==> src/rtl/aoc_node_pkg.sv <==
// Shared types for the node-string pipeline: packed node strings, the edge request
// carried from the line decoder, and the sequencer FSM encoding.
package aoc_node_pkg;

  localparam int unsigned NODE_STR_WIDTH = 15;

  typedef logic [NODE_STR_WIDTH-1:0] node_str_t;

  // One decoded edge; 'first' marks a source not yet seen in the stream
  typedef struct packed {
    logic      first;
    node_str_t src;
    node_str_t dst;
  } edge_req_t;

  // State names the pulse presented on the mapper outputs in the current cycle
  typedef enum logic [1:0] {
    StIdle,
    StIssueSrc,
    StIssueEdge,
    StDone
  } seq_state_e;

endpackage

==> src/rtl/sync_fifo.sv <==
// Single-clock FIFO with show-ahead head. Simultaneous read and write are legal,
// including when full (the read frees the slot the write lands in).
module sync_fifo #(
  parameter int unsigned WIDTH = 31,
  parameter int unsigned DEPTH = 16
) (
  input  logic             clk,
  input  logic             reset,
  input  logic             wr_en,
  input  logic [WIDTH-1:0] wr_data,
  input  logic             rd_en,
  output logic [WIDTH-1:0] rd_data,
  output logic             full,
  output logic             empty
);

  localparam int unsigned AW = $clog2(DEPTH);

  logic [WIDTH-1:0] mem [DEPTH];
  logic [AW-1:0]    wr_ptr_q, rd_ptr_q;
  logic [AW:0]      count_q;
  logic             do_wr, do_rd;

  assign empty   = (count_q == '0);
  assign full    = (count_q == (AW+1)'(DEPTH));
  assign do_rd   = rd_en && !empty;
  assign do_wr   = wr_en && (!full || do_rd);
  assign rd_data = mem[rd_ptr_q];

  // Pointer and occupancy bookkeeping; pointers wrap naturally (DEPTH is a power of 2)
  always_ff @(posedge clk) begin
    if (reset) begin
      wr_ptr_q <= '0;
      rd_ptr_q <= '0;
      count_q  <= '0;
    end else begin
      if (do_wr) wr_ptr_q <= wr_ptr_q + AW'(1);
      if (do_rd) rd_ptr_q <= rd_ptr_q + AW'(1);
      if (do_wr && !do_rd) begin
        count_q <= count_q + (AW+1)'(1);
      end else if (do_rd && !do_wr) begin
        count_q <= count_q - (AW+1)'(1);
      end
    end
  end

  // Storage array; contents need no reset since occupancy gates every read
  always_ff @(posedge clk) begin
    if (do_wr) mem[wr_ptr_q] <= wr_data;
  end

endmodule

==> src/rtl/node_edge_sequencer.sv <==
// Buffers decoded edges and serialises them towards the node ID mapper: one
// src-registration pulse per line, then one pulse per edge, never both at once.
module node_edge_sequencer
  import aoc_node_pkg::*;
#(
  parameter int unsigned FIFO_DEPTH = 16,
  parameter int unsigned CNT_WIDTH  = 16
) (
  input  logic                 clk,
  input  logic                 reset,
  input  logic                 in_valid,
  output logic                 in_ready,
  input  logic                 in_first,
  input  node_str_t            in_src_str,
  input  node_str_t            in_dst_str,
  input  logic                 in_done,
  output logic                 src_node_str_valid,
  output logic                 edge_str_valid,
  output node_str_t            src_node_str,
  output node_str_t            dst_node_str,
  output logic                 decoding_done_str,
  output logic [CNT_WIDTH-1:0] line_cnt,
  output logic [CNT_WIDTH-1:0] edge_cnt,
  output logic                 overflow_err
);

  edge_req_t  push_req, head;
  logic       fifo_full, fifo_empty, pop;
  seq_state_e state_q, state_d;

  logic                 done_seen_q, done_seen_d;
  logic                 src_valid_q, src_valid_d;
  logic                 edge_valid_q, edge_valid_d;
  node_str_t            src_str_q, src_str_d;
  node_str_t            dst_str_q, dst_str_d;
  logic                 done_q, done_d;
  logic                 ovf_q, ovf_d;
  logic [CNT_WIDTH-1:0] line_cnt_q, line_cnt_d;
  logic [CNT_WIDTH-1:0] edge_cnt_q, edge_cnt_d;

  assign in_ready = !fifo_full && !reset;
  assign push_req = '{first: in_first, src: in_src_str, dst: in_dst_str};
  // The head leaves the FIFO in the cycle its edge pulse is decided
  assign pop      = (state_d == StIssueEdge);

  sync_fifo #(
    .WIDTH ($bits(edge_req_t)),
    .DEPTH (FIFO_DEPTH)
  ) u_fifo (
    .clk     (clk),
    .reset   (reset),
    .wr_en   (in_valid && in_ready),
    .wr_data (push_req),
    .rd_en   (pop),
    .rd_data (head),
    .full    (fifo_full),
    .empty   (fifo_empty)
  );

  // State and registered outputs
  always_ff @(posedge clk) begin
    if (reset) begin
      state_q      <= StIdle;
      done_seen_q  <= 1'b0;
      src_valid_q  <= 1'b0;
      edge_valid_q <= 1'b0;
      src_str_q    <= '0;
      dst_str_q    <= '0;
      done_q       <= 1'b0;
      ovf_q        <= 1'b0;
      line_cnt_q   <= '0;
      edge_cnt_q   <= '0;
    end else begin
      state_q      <= state_d;
      done_seen_q  <= done_seen_d;
      src_valid_q  <= src_valid_d;
      edge_valid_q <= edge_valid_d;
      src_str_q    <= src_str_d;
      dst_str_q    <= dst_str_d;
      done_q       <= done_d;
      ovf_q        <= ovf_d;
      line_cnt_q   <= line_cnt_d;
      edge_cnt_q   <= edge_cnt_d;
    end
  end

  // Next state: after a src pulse the same head is issued as an edge; otherwise the
  // head decides, and an empty FIFO with end-of-input seen retires into DONE
  always_comb begin
    state_d = state_q;
    unique case (state_q)
      StIssueSrc: state_d = StIssueEdge;
      StIdle, StIssueEdge: begin
        if (!fifo_empty) begin
          state_d = head.first ? StIssueSrc : StIssueEdge;
        end else if (done_seen_q) begin
          state_d = StDone;
        end else begin
          state_d = StIdle;
        end
      end
      StDone:  state_d = StDone;
      default: state_d = StIdle;
    endcase
  end

  // Output values for the next cycle; strings hold between their pulses
  always_comb begin
    src_valid_d  = (state_d == StIssueSrc);
    edge_valid_d = (state_d == StIssueEdge);
    src_str_d    = src_valid_d  ? head.src : src_str_q;
    dst_str_d    = edge_valid_d ? head.dst : dst_str_q;
    done_d       = (state_d == StDone);
    done_seen_d  = done_seen_q || in_done;
    ovf_d        = ovf_q || (in_valid && done_seen_q);
    line_cnt_d   = (src_valid_d && line_cnt_q != '1) ? line_cnt_q + CNT_WIDTH'(1) : line_cnt_q;
    edge_cnt_d   = (edge_valid_d && edge_cnt_q != '1) ? edge_cnt_q + CNT_WIDTH'(1) : edge_cnt_q;
  end

  assign src_node_str_valid = src_valid_q;
  assign edge_str_valid     = edge_valid_q;
  assign src_node_str       = src_str_q;
  assign dst_node_str       = dst_str_q;
  assign decoding_done_str  = done_q;
  assign line_cnt           = line_cnt_q;
  assign edge_cnt           = edge_cnt_q;
  assign overflow_err       = ovf_q;

endmodule

==> config.mk <==
export PLATFORM = sky130hd
export DESIGN_NAME = node_edge_sequencer
export DESIGN_NICKNAME = d
export VERILOG_FILES = /design/src/rtl/aoc_node_pkg.sv /design/src/rtl/sync_fifo.sv /design/src/rtl/node_edge_sequencer.sv
export SDC_FILE = /design/constraint.sdc
export NUM_CORES = 1
export LEC_CHECK = 0
export BUFFER_PORTS_ARGS = -buffer_cell sky130_fd_sc_hd__buf_2
export CAP_MARGIN = 20
export CORE_MARGIN = 2
export CORE_UTILIZATION = 37
export DETAILED_ROUTE_END_ITERATION = 12
export GPL_TIMING_DRIVEN = 0
export HOLD_SLACK_MARGIN = 0.05
export SLEW_MARGIN = 0
export SYNTH_ARGS = -nofsm -noshare
export SYNTH_HDL_FRONTEND = slang
export SYNTH_SLANG_ARGS = --single-unit
==> constraint.sdc <==
create_clock -name clk -period 3.7 [get_ports clk]
set_input_delay 0.185 -clock clk [delete_from_list [all_inputs] [get_ports clk]]
set_output_delay 0.185 -clock clk [all_outputs]
set_load 0.005 [all_outputs]
==> metrics.md, run 1 <==
| Metric | Value |
|---|---|
| Status | completed |
| Top Ports | 102 |
| Die W | 250 um |
| Final Hold Fails | 0 |
| Period Utilization, post-route | 0.939 |
| Cell count after synthesis | 1,147 |
| Initial drt markers | 1,044 |
| Post-Place Cell Area | 24,500 sq um |
| Via count | 11,600 |
| Clock power share | 0.350 |
| CTS tree | built |
| Clk Latency, worst-skew pair | 0.62 ns |
| Post-Synth Simple-Gate Area | 0.0452 |
| Yosys Warn Count | 0 |
| H-tree level count | 2 |
| Crit path max-delay family | multiplexers |
| Min Tclk post-route | 3.47 ns |
| Area share of the largest cell type after synthesis | 0.663 |
| Drt pass-1 iters | 5 |
| RSZ-0062 raised after global routing | no |
| Critical Path RT | 4.24 ns |
| Largest family of logic cells by synthesized area | multiplexers |
| Sequential fraction of the synthesis area | 0.740 |
| Most frequent cell after synthesis | edfxtp_1 |
| XOR/XNOR Fraction of Synth Area | 0.0117 |
| Total wire length | 51,900 um |
| DPL Wire Length | 34,000 um |
| HP Class | in2reg |
| Switch share | 0.269 |
| Startpoint Class | flop |
| Post-layout util | 0.447 |
| Leak | 8.70 nW |
| Layout cells sized above 1 | 0.296 |
| Syn nets | 1,194 |
| Fraction of synthesized area in multiplexers | 0.166 |
| Pwr dens | 636 nW/um^2 |
| Area Growth Syn to Fin | 19.6% |
| Starting density of the core | 0.374 |
| Tot GR Track Use | 0.167 |
| Fmax | 288 MHz |
| Initial antenna violation count | 2 |
| WL per Instance | 23.5 um |
| CTS root buffer | clkbuf_16 |
| Crit path DAT | 4.01 ns |
| Post-synth ARST share | 0 |
| Worst VDD drop | 0.396 mV |
| DR DRC count | 0 |
| Yosys reg bits | 582 |
| Final non-filler cell total | 2,211 |
| DR vias/cell | 5.26 |
| Clock Sinks | 582 |
| Sw power | 4.60 mW |
| Worst stage delay on the critical path | 0.56 ns |
| Most common flop cell mapped by yosys | edfxtp_1 |
| Synth Area in Compound Gates | 0.0167 |
| Crit-path max FO | 9 |
| Max cap viols | 0 |
| DIE HEIGHT | 250 um |
| Final nets | 1,425 |
| Final max-slew violation count | 0 |
| Full die area | 62,700 sq um |
| GP Congestion | 0.762 |
| Top post-synthesis cells by area | edfxtp_1 (66%), mux4_2 (16%), dfxtp_1 (7.7%) |
| Design area | 26,900 sq um |
| Inserted Diodes | 0 |
| Part of the power in combinational logic | 0.209 |
| GR Overflow Total | 0 |
| First-pass GRT wire length | 77,000 um |
| Vias in the first global route | 11,700 |
| Num CTS Buffers | 59 |
| Antenna Nets Post-Route | 0 |
| Clk slew on worst S/H paths | 0.06 ns |
| Dominant cell type by area after synthesis | edfxtp_1 |
| Internal Pwr Total | 12.5 mW |
| Core ar. | 60,100 sq um |
| Clock skew | 0.0228 ns |
| Slowest CP cell | mux4_2 |
| Least-Margin Pin Slew | 1.03 ns |
| CP bufs+invs | 3 |
| Port Buf Inserts | 101 |
| Mapped Area | 22,500 sq um |
| Count of final setup violators | 0 |
| CTS max path bufs | 3 |
| Largest net degree at the start of global routing | 26 |
| Worst Setup End Kind | flop |
| Inst Count DP | 2,061 |
| Mapped Avg Cell Area | 19.6 sq um |
| Max-Slew Margin vs Limit | 0.314 |
| Number of synthesized flops with an enable pin | 496 |
| WS Path Type | reg2reg |
| Setup TNS | 0 ns |
| Synth cell types | 47 |
| CP Cell Sequence | buf_6 -> mux4_2 -> mux4_2 -> a211oi_4 -> inv_1 -> ha_1 -> inv_1 -> ha_1 -> a21o_1 -> a21oi_1 -> xnor2_1 -> or3_1 -> a21oi_1 |
| Num rows | 90 |
| Synth Area in Adders | 0.00702 |
| Top cells by count, synth | edfxtp_1 (496), mux4_2 (157), dfxtp_1 (86) |
| Seq pwr share | 0.441 |
==> cell usage in the layout (no fill, tap or decap), drive strengths merged, types with 2 or more instances in the layout <==
master and count:
o21ai 3, bufinv 5, mux2 7, dfxtp 86
nand3 16, xnor2 21, inv 13, a21oi 45
ha 11, a21o 2, mux4 157, a31oi 2
nor2b 8, and3 8, buf 166, a211oi 4
clkbuf 111, nand2 73, and4 4, nor3 10
nand4 9, a31o 2, xor2 9, edfxtp 496
mux2i 11, nor4b 2, nor2 58, clkinv 22
and2 13, nor3b 2, dlygate4sd3 33, or3 2
nor4 7, nand3b 2
==> registers in the layout, summed over array words and instances, names as in the netlist, named ones only <==
register and count:
src_node_str_valid 1, u_fifo.mem 496, src_node_str 15, u_fifo.rd_ptr_q 4, line_cnt 16, state_q 2, u_fifo.count_q 5, dst_node_str 15
done_seen_q 1, decoding_done_str 1, edge_cnt 16, u_fifo.wr_ptr_q 4, overflow_err 1, edge_str_valid 1
==> final cells by class <==
cell class / count / area (sq um)
Sequential cell: 582 / 16600
Timing Repair Buffer: 170 / 1400
Clock buffer: 82 / 1640
Buffer: 58 / 268
Clock inverter: 30 / 317
Fill cell: 5186 / 33300
Tap cell: 782 / 978
Inverter: 11 / 41.3
Multi-Input combinational cell: 496 / 5600
==> per-layer routing <==
layer / GRT usage / part of all wire
met1: 0.220 / 0.42
met5: 0 / 0.00035
met3: 0.0333 / 0.059
met2: 0.282 / 0.50
met4: 0.0489 / 0.023
==> worst min-delay path, delay by kind of cell <==
family | cells | cell delay [ns]
AND/OR/NAND/NOR | 1 | 0.17
buffers and inverters | 2 | 0.36
multiplexers | 1 | 0.12
==> timing repair <==
item	CTS	global route
hold endpoints to repair	498	0
hold buffers	33	0
setup buffers	0	1
endpoints found under the setup margin	0	2
gates resized for setup	0	2
==> metrics by stage <==
stage	hold WS [ns]	setup slack [ns]	power, mW
2_1_floorplan	0.284	-0.155	9.99
3_3_place_gp	0.401	-3.07	11.2
3_5_place_dp	0.396	0.0359	11.3
4_1_cts	0.203	0.0189	17.3
5_1_grt	0.261	0.00325	17.8
6_report	0.241	0.227	17.1
==> power groups by stage <==
stage / clock network [mW] / registers [mW] / logic [mW]
5_1_grt: 6.34 / 7.57 / 3.89
6_report: 5.98 / 7.54 / 3.57
4_1_cts: 6.10 / 7.54 / 3.63
2_1_floorplan: 0 / 7.66 / 2.33
3_5_place_dp: 0 / 7.68 / 3.59
3_3_place_gp: 0 / 7.67 / 3.49
==> logic make-up after synthesis <==
group | Yosys count
compound gates | 63
xor+xnor | 30
fa+ha+maj | 12
buf+inv | 69
flops | 582
mux | 175
simple gates | 216
==> path summary, 6_finish.rpt <==
| check | start | end | slack [ns] | depth (start not counted) |
|---|---|---|---|---|
| max | flop | u_fifo.count_q[4]$_SDFFE_PP0P_ | 0.23 | 13 |
| min | reset | edge_cnt[12]$_SDFFE_PP0P_ | 0.24 | 4 |
| max reg2reg | flop | u_fifo.count_q[4]$_SDFFE_PP0P_ | 0.23 | 13 |
| min reg2reg | dst_node_str[10]$_SDFFE_PP0N_ | dst_node_str[10]$_SDFFE_PP0N_ | 0.45 | 2 |
Note: power is estimated with default switching activity, not from simulation.
==> run 2: changes to the inputs <==
BUFFER_PORTS_ARGS = default   (was -buffer_cell sky130_fd_sc_hd__buf_2)
CAP_MARGIN = default   (was 20)
DONT_BUFFER_PORTS = 1   (was default)
clock period = 3.6 ns   (was 3.7 ns; I/O delays follow)
==> run 2 against run 1 <==
Effect of this change:
- register-to-register slack got worse by 0.06 ns
- cell count is 5.1% lower
- fmax grew 1.1%
- combinational power shrank 3%
- non-clock buffer count shrank 108
- critical path depth up 1
- flip-flop and latch count is the same
- largest cell class unchanged
- highest routed layer unchanged
==> metrics.md, run 2 (synthesized netlist as in run 1, its figures left out) <==
| Metric | Value |
|---|---|
| Status | completed (unchanged) |
| Crit-path max FO | 10 (was 9) |
| Period Utilization, post-route | 0.955 (was 0.939) |
| Final nets | 1,315 (was 1,425) |
| CTS tree | built (unchanged) |
| PnR worst setup slack | 0.164 ns (was 0.227 ns) |
| DIE HEIGHT | 250 um (unchanged) |
| Pwr dens | 650 nW/um^2 (was 636 nW/um^2) |
| Die W | 250 um (unchanged) |
| WS Path Type | reg2reg (unchanged) |
| CTS root buffer | clkbuf_16 (unchanged) |
| Slowest CP cell | mux4_2 (unchanged) |
| Antenna Nets Post-Route | 0 (unchanged) |
| DR DRC count | 0 (unchanged) |
| HP Class | in2reg (unchanged) |
| Crit path DAT | 3.97 ns (was 4.01 ns) |
| H-tree level count | 2 (unchanged) |
| Core ar. | 60,100 sq um (unchanged) |
| Max cap viols | 0 (unchanged) |
| Dpl ws | -0.292 ns (was 0.0359 ns) |
| Max-Slew Margin vs Limit | 0.180 (was 0.314) |
| Leak | 8.05 nW (was 8.70 nW) |
| DR vias/cell | 5.34 (was 5.26) |
| Top Ports | 102 (unchanged) |
| GR Overflow Total | 0 (unchanged) |
| Area Growth Syn to Fin | 15.9% (was 19.6%) |
| Initial drt markers | 1,107 (was 1,044) |
| First-pass GRT wire length | 77,000 um (about the same) |
| Clock Sinks | 582 (unchanged) |
| Total wire length | 52,300 um (was 51,900 um) |
| Largest reg by FF count | u_fifo.mem (unchanged) |
| Count of final setup violators | 0 (unchanged) |
| Critical Path RT | 4.13 ns (was 4.24 ns) |
| Fmax | 291 MHz (was 288 MHz) |
| Num rows | 90 (unchanged) |
| Drt pass-1 iters | 5 (unchanged) |
| Min Tclk post-route | 3.44 ns (was 3.47 ns) |
| Vias in the first global route | 11,500 (was 11,700) |
| Worst Setup End Kind | flop (unchanged) |
| Worst stage delay on the critical path | 0.55 ns (was 0.56 ns) |
| Via count | 11,200 (was 11,600) |
| Port Buf Inserts | 0 (was 101) |
| Full die area | 62,700 sq um (unchanged) |
| Max FFs per register | 496 (unchanged) |
| Post-layout util | 0.433 (was 0.447) |
| Clock skew | 0.0202 ns (was 0.0228 ns) |
| Clk Latency, worst-skew pair | 0.62 ns (about the same) |
| GP Congestion | 0.758 (was 0.762) |
| R2r setup slk | 0.16 ns (was 0.23 ns) |
| Leading cell type in the layout, fill and taps excluded | edfxtp_1 (unchanged) |
| Final max-slew violation count | 0 (unchanged) |
| Worst VDD drop | 0.349 mV (was 0.396 mV) |
| Least-Margin Pin Slew | 1.23 ns (was 1.03 ns) |
| Startpoint Class | flop (unchanged) |
| CP Cell Sequence | buf_2 -> buf_6 -> mux4_2 -> mux4_2 -> a211oi_4 -> inv_1 -> ha_1 -> inv_2 -> ha_1 -> a21o_1 -> a21oi_1 -> xnor2_1 -> or3_1 -> a21oi_1 (was buf_6 -> mux4_2 -> mux4_2 -> a211oi_4 -> inv_1 -> ha_1 -> inv_1 -> ha_1 -> a21o_1 -> a21oi_1 -> xnor2_1 -> or3_1 -> a21oi_1) |
| Num CTS Buffers | 57 (was 59) |
| WL per Instance | 24.9 um (was 23.5 um) |
| Hold path start | reset (unchanged) |
| Final Hold Fails | 0 (unchanged) |
| Clk slew on worst S/H paths | 0.06 ns (about the same) |
| DPL Wire Length | 33,300 um (was 34,000 um) |
| Inserted Diodes | 0 (unchanged) |
| CTS max path bufs | 3 (unchanged) |
| Tot GR Track Use | 0.168 (was 0.167) |
| Layout cells sized above 1 | 0.231 (was 0.296) |
| Commonest cells after routing, fill and taps aside | edfxtp_1 (496), mux4_2 (157), dfxtp_1 (86) (was edfxtp_1 (496), mux4_2 (157), buf_2 (113)) |
| Starting density of the core | 0.374 (unchanged) |
| Initial antenna violation count | 2 (unchanged) |
| Largest net degree at the start of global routing | 22 (was 26) |
| RSZ-0062 raised after global routing | no (unchanged) |
run 2: final timing paths:
| check | to | depth (start not counted) |
|---|---|---|
| max reg2reg | u_fifo.count_q[4]$_SDFFE_PP0P_ | 14 |
| min | line_cnt[15]$_SDFFE_PP0P_ | 3 |
| max | u_fifo.count_q[4]$_SDFFE_PP0P_ | 14 |
| min reg2reg | dst_node_str[13]$_SDFFE_PP0N_ | 2 |
run 2: cell type report:
type                       count  area [sq um]
clock inverter                27           209
inverter                      11          41.3
sequential                   582         16600
tap                          782           978
multi-input combinational    496          5600
clock buffer                  80          1540
fill                        5173         34100
buffer                        58           268
timing repair buffer          62           781
run 2: metal layers:
layer / vias up / track usage / wire [um]
met5: - / 0 / 7
met1: 5852 / 0.229 / 22300
met2: 382 / 0.265 / 24600
met3: 90 / 0.0413 / 3940
met4: 2 / 0.0597 / 1530
li1: 4867 / - / -
run 2: through the flow:
stage / area, sq um / TNS, ns / std cells / hold WS (ns) / total power [mW]
detailed placement: 23900 / -0.504 / 1956 / 0.280 / 11.4
CTS: 26000 / 0 / 2097 / 0.0893 / 17.1
finish: 26000 / 0 / 2098 / 0.110 / 16.9
global route: 26000 / 0 / 2098 / 0.144 / 17.6
floorplan: 22500 / -31.68 / 1147 / 0.279 / 10.3
global placement: 23400 / -596.90 / 1929 / 0.280 / 11.3
run 2: worst max-delay path, delay by kind of cell (launching register included):
| family | cells | cell delay [ns] |
|---|---|---|
| multiplexers | 2 | 0.87 |
| AO/OA/AOI/OAI | 4 | 0.74 |
| buffers and inverters | 4 | 0.55 |
| adder cells (fa/ha/maj) | 2 | 0.48 |
| flip-flops | 1 | 0.31 |
| AND/OR/NAND/NOR | 1 | 0.30 |
| XOR/XNOR | 1 | 0.09 |
run 2: repair_timing:
action | CTS | global route
endpoints found under the hold margin | 498 | 0
hold buffers | 33 | 0
resized for setup | 1 | 1
endpoints found under the setup margin | 3 | 2
pin swaps | 1 | 0
setup buffers | 1 | 1
run 2: power breakdown:
part	switching, mW	total, mW	internal, mW
Clock	2.51	5.65	3.14
Sequential	0.225	7.82	7.59
Combinational	1.93	3.45	1.52
==> run 3: changes to the inputs <==
GPL_TIMING_DRIVEN = default   (was 0)
SYNTH_HIERARCHICAL = 1   (was default)
==> run 3 against run 2 <==
Effect of this change:
- design area increased by 0.70%
- worst hold slack improved by 0.082 ns
- count of clock-buffer cells in the layout decreased by 4
- total power increased by 4.9%
- via count increased by 4.0%
- combinational power about the same
- largest power group unchanged
- routed wire length decreased by 2.8%
- worst setup slack improved by 0.090 ns
- sequential power increased by 0.6%
- fmax increased by 2.7%
==> metrics.md, run 3 <==
| Metric | Value |
|---|---|
| DPL Wire Length | 29,800 um (was 33,300 um) |
| H-tree level count | 2 (unchanged) |
| Mapped Avg Cell Area | 18.3 sq um (was 19.6 sq um) |
| Crit path DAT | 3.85 ns (was 3.97 ns) |
| Clock Sinks | 582 (unchanged) |
| Sw power | 4.79 mW (was 4.66 mW) |
| Dpl ws | 0.127 ns (was -0.292 ns) |
| Top post-synthesis cells by area | edfxtp_1 (66%), mux4_2 (12%), dfxtp_1 (7.7%) (was edfxtp_1 (66%), mux4_2 (16%), dfxtp_1 (7.7%)) |
| CP bufs+invs | 3 (was 4) |
| Port Buf Inserts | 0 (unchanged) |
| WS Path Type | reg2reg (unchanged) |
| Antenna Nets Post-Route | 0 (unchanged) |
| Commonest cells after routing, fill and taps aside | edfxtp_1 (496), mux4_2 (124), nand2_1 (111) (was edfxtp_1 (496), mux4_2 (157), dfxtp_1 (86)) |
| Largest net degree at the start of global routing | 96 (was 22) |
| Yosys reg bits | 582 (unchanged) |
| Initial drt markers | 1,084 (was 1,107) |
| Starting density of the core | 0.373 (was 0.374) |
| Pwr dens | 677 nW/um^2 (was 650 nW/um^2) |
| Sequential fraction of the synthesis area | 0.741 (was 0.740) |
| Post-synth ARST share | 0 (unchanged) |
| Drt pass-1 iters | 5 (unchanged) |
| Tot GR Track Use | 0.163 (was 0.168) |
| DR vias/cell | 5.42 (was 5.34) |
| Initial antenna violation count | 2 (unchanged) |
| Clk Latency, worst-skew pair | 0.62 ns (about the same) |
| Leak | 8.25 nW (was 8.05 nW) |
| Die W | 250 um (about the same) |
| First-pass GRT wire length | 76,800 um (was 77,000 um) |
| Num CTS Buffers | 61 (was 57) |
| Vias in the first global route | 12,100 (was 11,500) |
| HP Class | in2reg (unchanged) |
| Crit-path max FO | 5 (was 10) |
| Top Ports | 102 (unchanged) |
| Fmax | 299 MHz (was 291 MHz) |
| Switch share | 0.270 (was 0.276) |
| Cell count after synthesis | 1,225 (was 1,147) |
| Seq pwr share | 0.443 (was 0.462) |
| Most common flop cell mapped by yosys | edfxtp_1 (unchanged) |
| Worst stage delay on the critical path | 0.60 ns (was 0.55 ns) |
| Layout cells sized above 1 | 0.240 (was 0.231) |
| GR Overflow Total | 0 (unchanged) |
| Filler cell count in the final layout | 5,237 (was 5,173) |
| Clock skew | 0.0202 ns (about the same) |
| Period Utilization, post-route | 0.929 (was 0.955) |
| Internal Pwr Total | 13.0 mW (was 12.3 mW) |
| Part of the power in combinational logic | 0.193 (was 0.204) |
| Number of synthesized flops with an enable pin | 496 (unchanged) |
| DIE HEIGHT | 250 um (about the same) |
| Full die area | 62,600 sq um (was 62,700 sq um) |
| Leading cell type in the layout, fill and taps excluded | edfxtp_1 (unchanged) |
| CTS max path bufs | 3 (unchanged) |
| Count of final setup violators | 0 (unchanged) |
| Final Hold Fails | 0 (unchanged) |
| Dominant cell type by area after synthesis | edfxtp_1 (unchanged) |
| Top cells by count, synth | edfxtp_1 (496), mux4_2 (124), nand2_1 (111) (was edfxtp_1 (496), mux4_2 (157), dfxtp_1 (86)) |
| Yosys Warn Count | 6 (was 0) |
| Num rows | 90 (unchanged) |
| Largest reg by FF count | u_fifo/mem (was u_fifo.mem) |
| Status | completed (unchanged) |
| Worst Setup End Kind | flop (unchanged) |
| Max cap viols | 0 (unchanged) |
| Clock power share | 0.363 (was 0.334) |
| PnR worst setup slack | 0.254 ns (was 0.164 ns) |
| Syn nets | 1,272 (was 1,194) |
| Max FFs per register | 496 (unchanged) |
| Startpoint Class | flop (unchanged) |
| Final nets | 1,360 (was 1,315) |
| Total wire length | 50,900 um (was 52,300 um) |
| Area Growth Syn to Fin | 17.0% (was 15.9%) |
| Least-Margin Pin Slew | 0.971 ns (was 1.23 ns) |
| Clk slew on worst S/H paths | 0.07 ns (was 0.06 ns) |
| Core ar. | 60,100 sq um (unchanged) |
| CP Cell Sequence | or4_1 -> nor2_4 -> nor3_4 -> nor2_2 -> clkinv_2 -> o31ai_4 -> inv_1 -> ha_2 -> inv_4 -> ha_1 -> a21o_1 -> a21oi_1 -> nor4_1 -> or3_1 (was buf_2 -> buf_6 -> mux4_2 -> mux4_2 -> a211oi_4 -> inv_1 -> ha_1 -> inv_2 -> ha_1 -> a21o_1 -> a21oi_1 -> xnor2_1 -> or3_1 -> a21oi_1) |
| WL per Instance | 23.7 um (was 24.9 um) |
| CTS tree | built (unchanged) |
| Min Tclk post-route | 3.35 ns (was 3.44 ns) |
| Most frequent cell after synthesis | edfxtp_1 (unchanged) |
| Setup TNS | 0 ns (unchanged) |
| Area share of the largest cell type after synthesis | 0.665 (was 0.663) |
| Synth cell types | 54 (was 47) |
| Final max-slew violation count | 0 (unchanged) |
| Slowest CP cell | or4_1 (was mux4_2) |
| Worst VDD drop | 0.390 mV (was 0.349 mV) |
| DR DRC count | 0 (unchanged) |
| Crit path max-delay family | simple AND/OR/NAND/NOR gates (was multiplexers) |
| Via count | 11,600 (was 11,200) |
| Critical Path RT | 4.11 ns (was 4.13 ns) |
| Max-Slew Margin vs Limit | 0.352 (was 0.180) |
| Mapped Area | 22,400 sq um (was 22,500 sq um) |
| GP Congestion | 0.777 (was 0.758) |
| CTS root buffer | clkbuf_16 (unchanged) |
-- run 3: repair_timing --
item	CTS	global route
hold endpoints to repair	582	0
resized for setup	0	1
hold buffers	35	0
setup buffers	0	5
setup endpoints to repair	0	2
-- run 3: cell families after synthesis --
| group | synth area share |
|---|---|
| AOI/OAI and AO/OA | 0.0490 |
| xor gates and xnor gates | 0.00313 |
| adders and majority gates | 0.00703 |
| buffers and inverters | 0.0141 |
| DFF | 0.741 |
| muxes | 0.131 |
| and+or+nand+nor | 0.0539 |
-- run 3: path summary, 6_finish.rpt --
check,depth (start not counted),slack (ns),end,from
worst max-delay path,14,0.25,u_fifo/count_q[3]$_SDFFE_PP0P_,u_fifo/count_q[0]$_SDFFE_PP0P_
worst min-delay path,5,0.19,u_fifo/wr_ptr_q[2]$_SDFFE_PP0P_,reset
worst max register to register,14,0.25,u_fifo/count_q[3]$_SDFFE_PP0P_,u_fifo/count_q[0]$_SDFFE_PP0P_
worst min register to register,2,0.48,dst_node_str[12]$_SDFFE_PP0N_,dst_node_str[12]$_SDFFE_PP0N_
-- run 3: area by class of cell --
class,instances,area (sq um),share of cell area
multi-input cells,570,5620,0.214
inverters,11,45.0,0.00172
clock inverters,40,449,0.0171
repair buffers,87,858,0.0327
well taps,782,978,0.0373
clock buffers,76,1630,0.0623
diodes,2,5.00,0.000191
flip-flops and latches,582,16600,0.634
-- run 3: through the flow --
step / hold WS [ns] / std cells / util / area, sq um / power, mW
detailed placement: 0.264 / 1992 / 0.394 / 23700 / 11.3
global route: 0.251 / 2149 / 0.436 / 26200 / 18.5
floorplan: 0.279 / 1225 / - / 22600 / 10.6
global placement: 0.262 / 1992 / 0.394 / 23700 / 11.3
CTS: 0.169 / 2143 / 0.435 / 26200 / 17.9
finish: 0.192 / 2150 / 0.436 / 26200 / 17.7
-- run 3: layer usage --
layer,track usage,up-vias,wire (um)
met5,0,-,13
met4,0.0424,2,1010
met3,0.0276,81,2790
met2,0.270,334,24900
met1,0.223,6087,22100
li1,-,5142,-
-- run 3: worst min-delay path, cell delays in order --
cell and delay, ns:
nor2_1 0.07, and2_1 0.25, o311ai_1 0.13, xor2_1 0.07, nor2_1 0.08
-- run 3: power groups by stage --
stage                     clock network [mW]  registers, mW  logic (mW)
final                                   6.45           7.87        3.43
after global routing                    6.83           7.91        3.78
after CTS                               6.58           7.88        3.47
after detailed placement                   0           8.02        3.33
after global placement                     0           8.01        3.29
after floorplan                            0           7.89        2.67
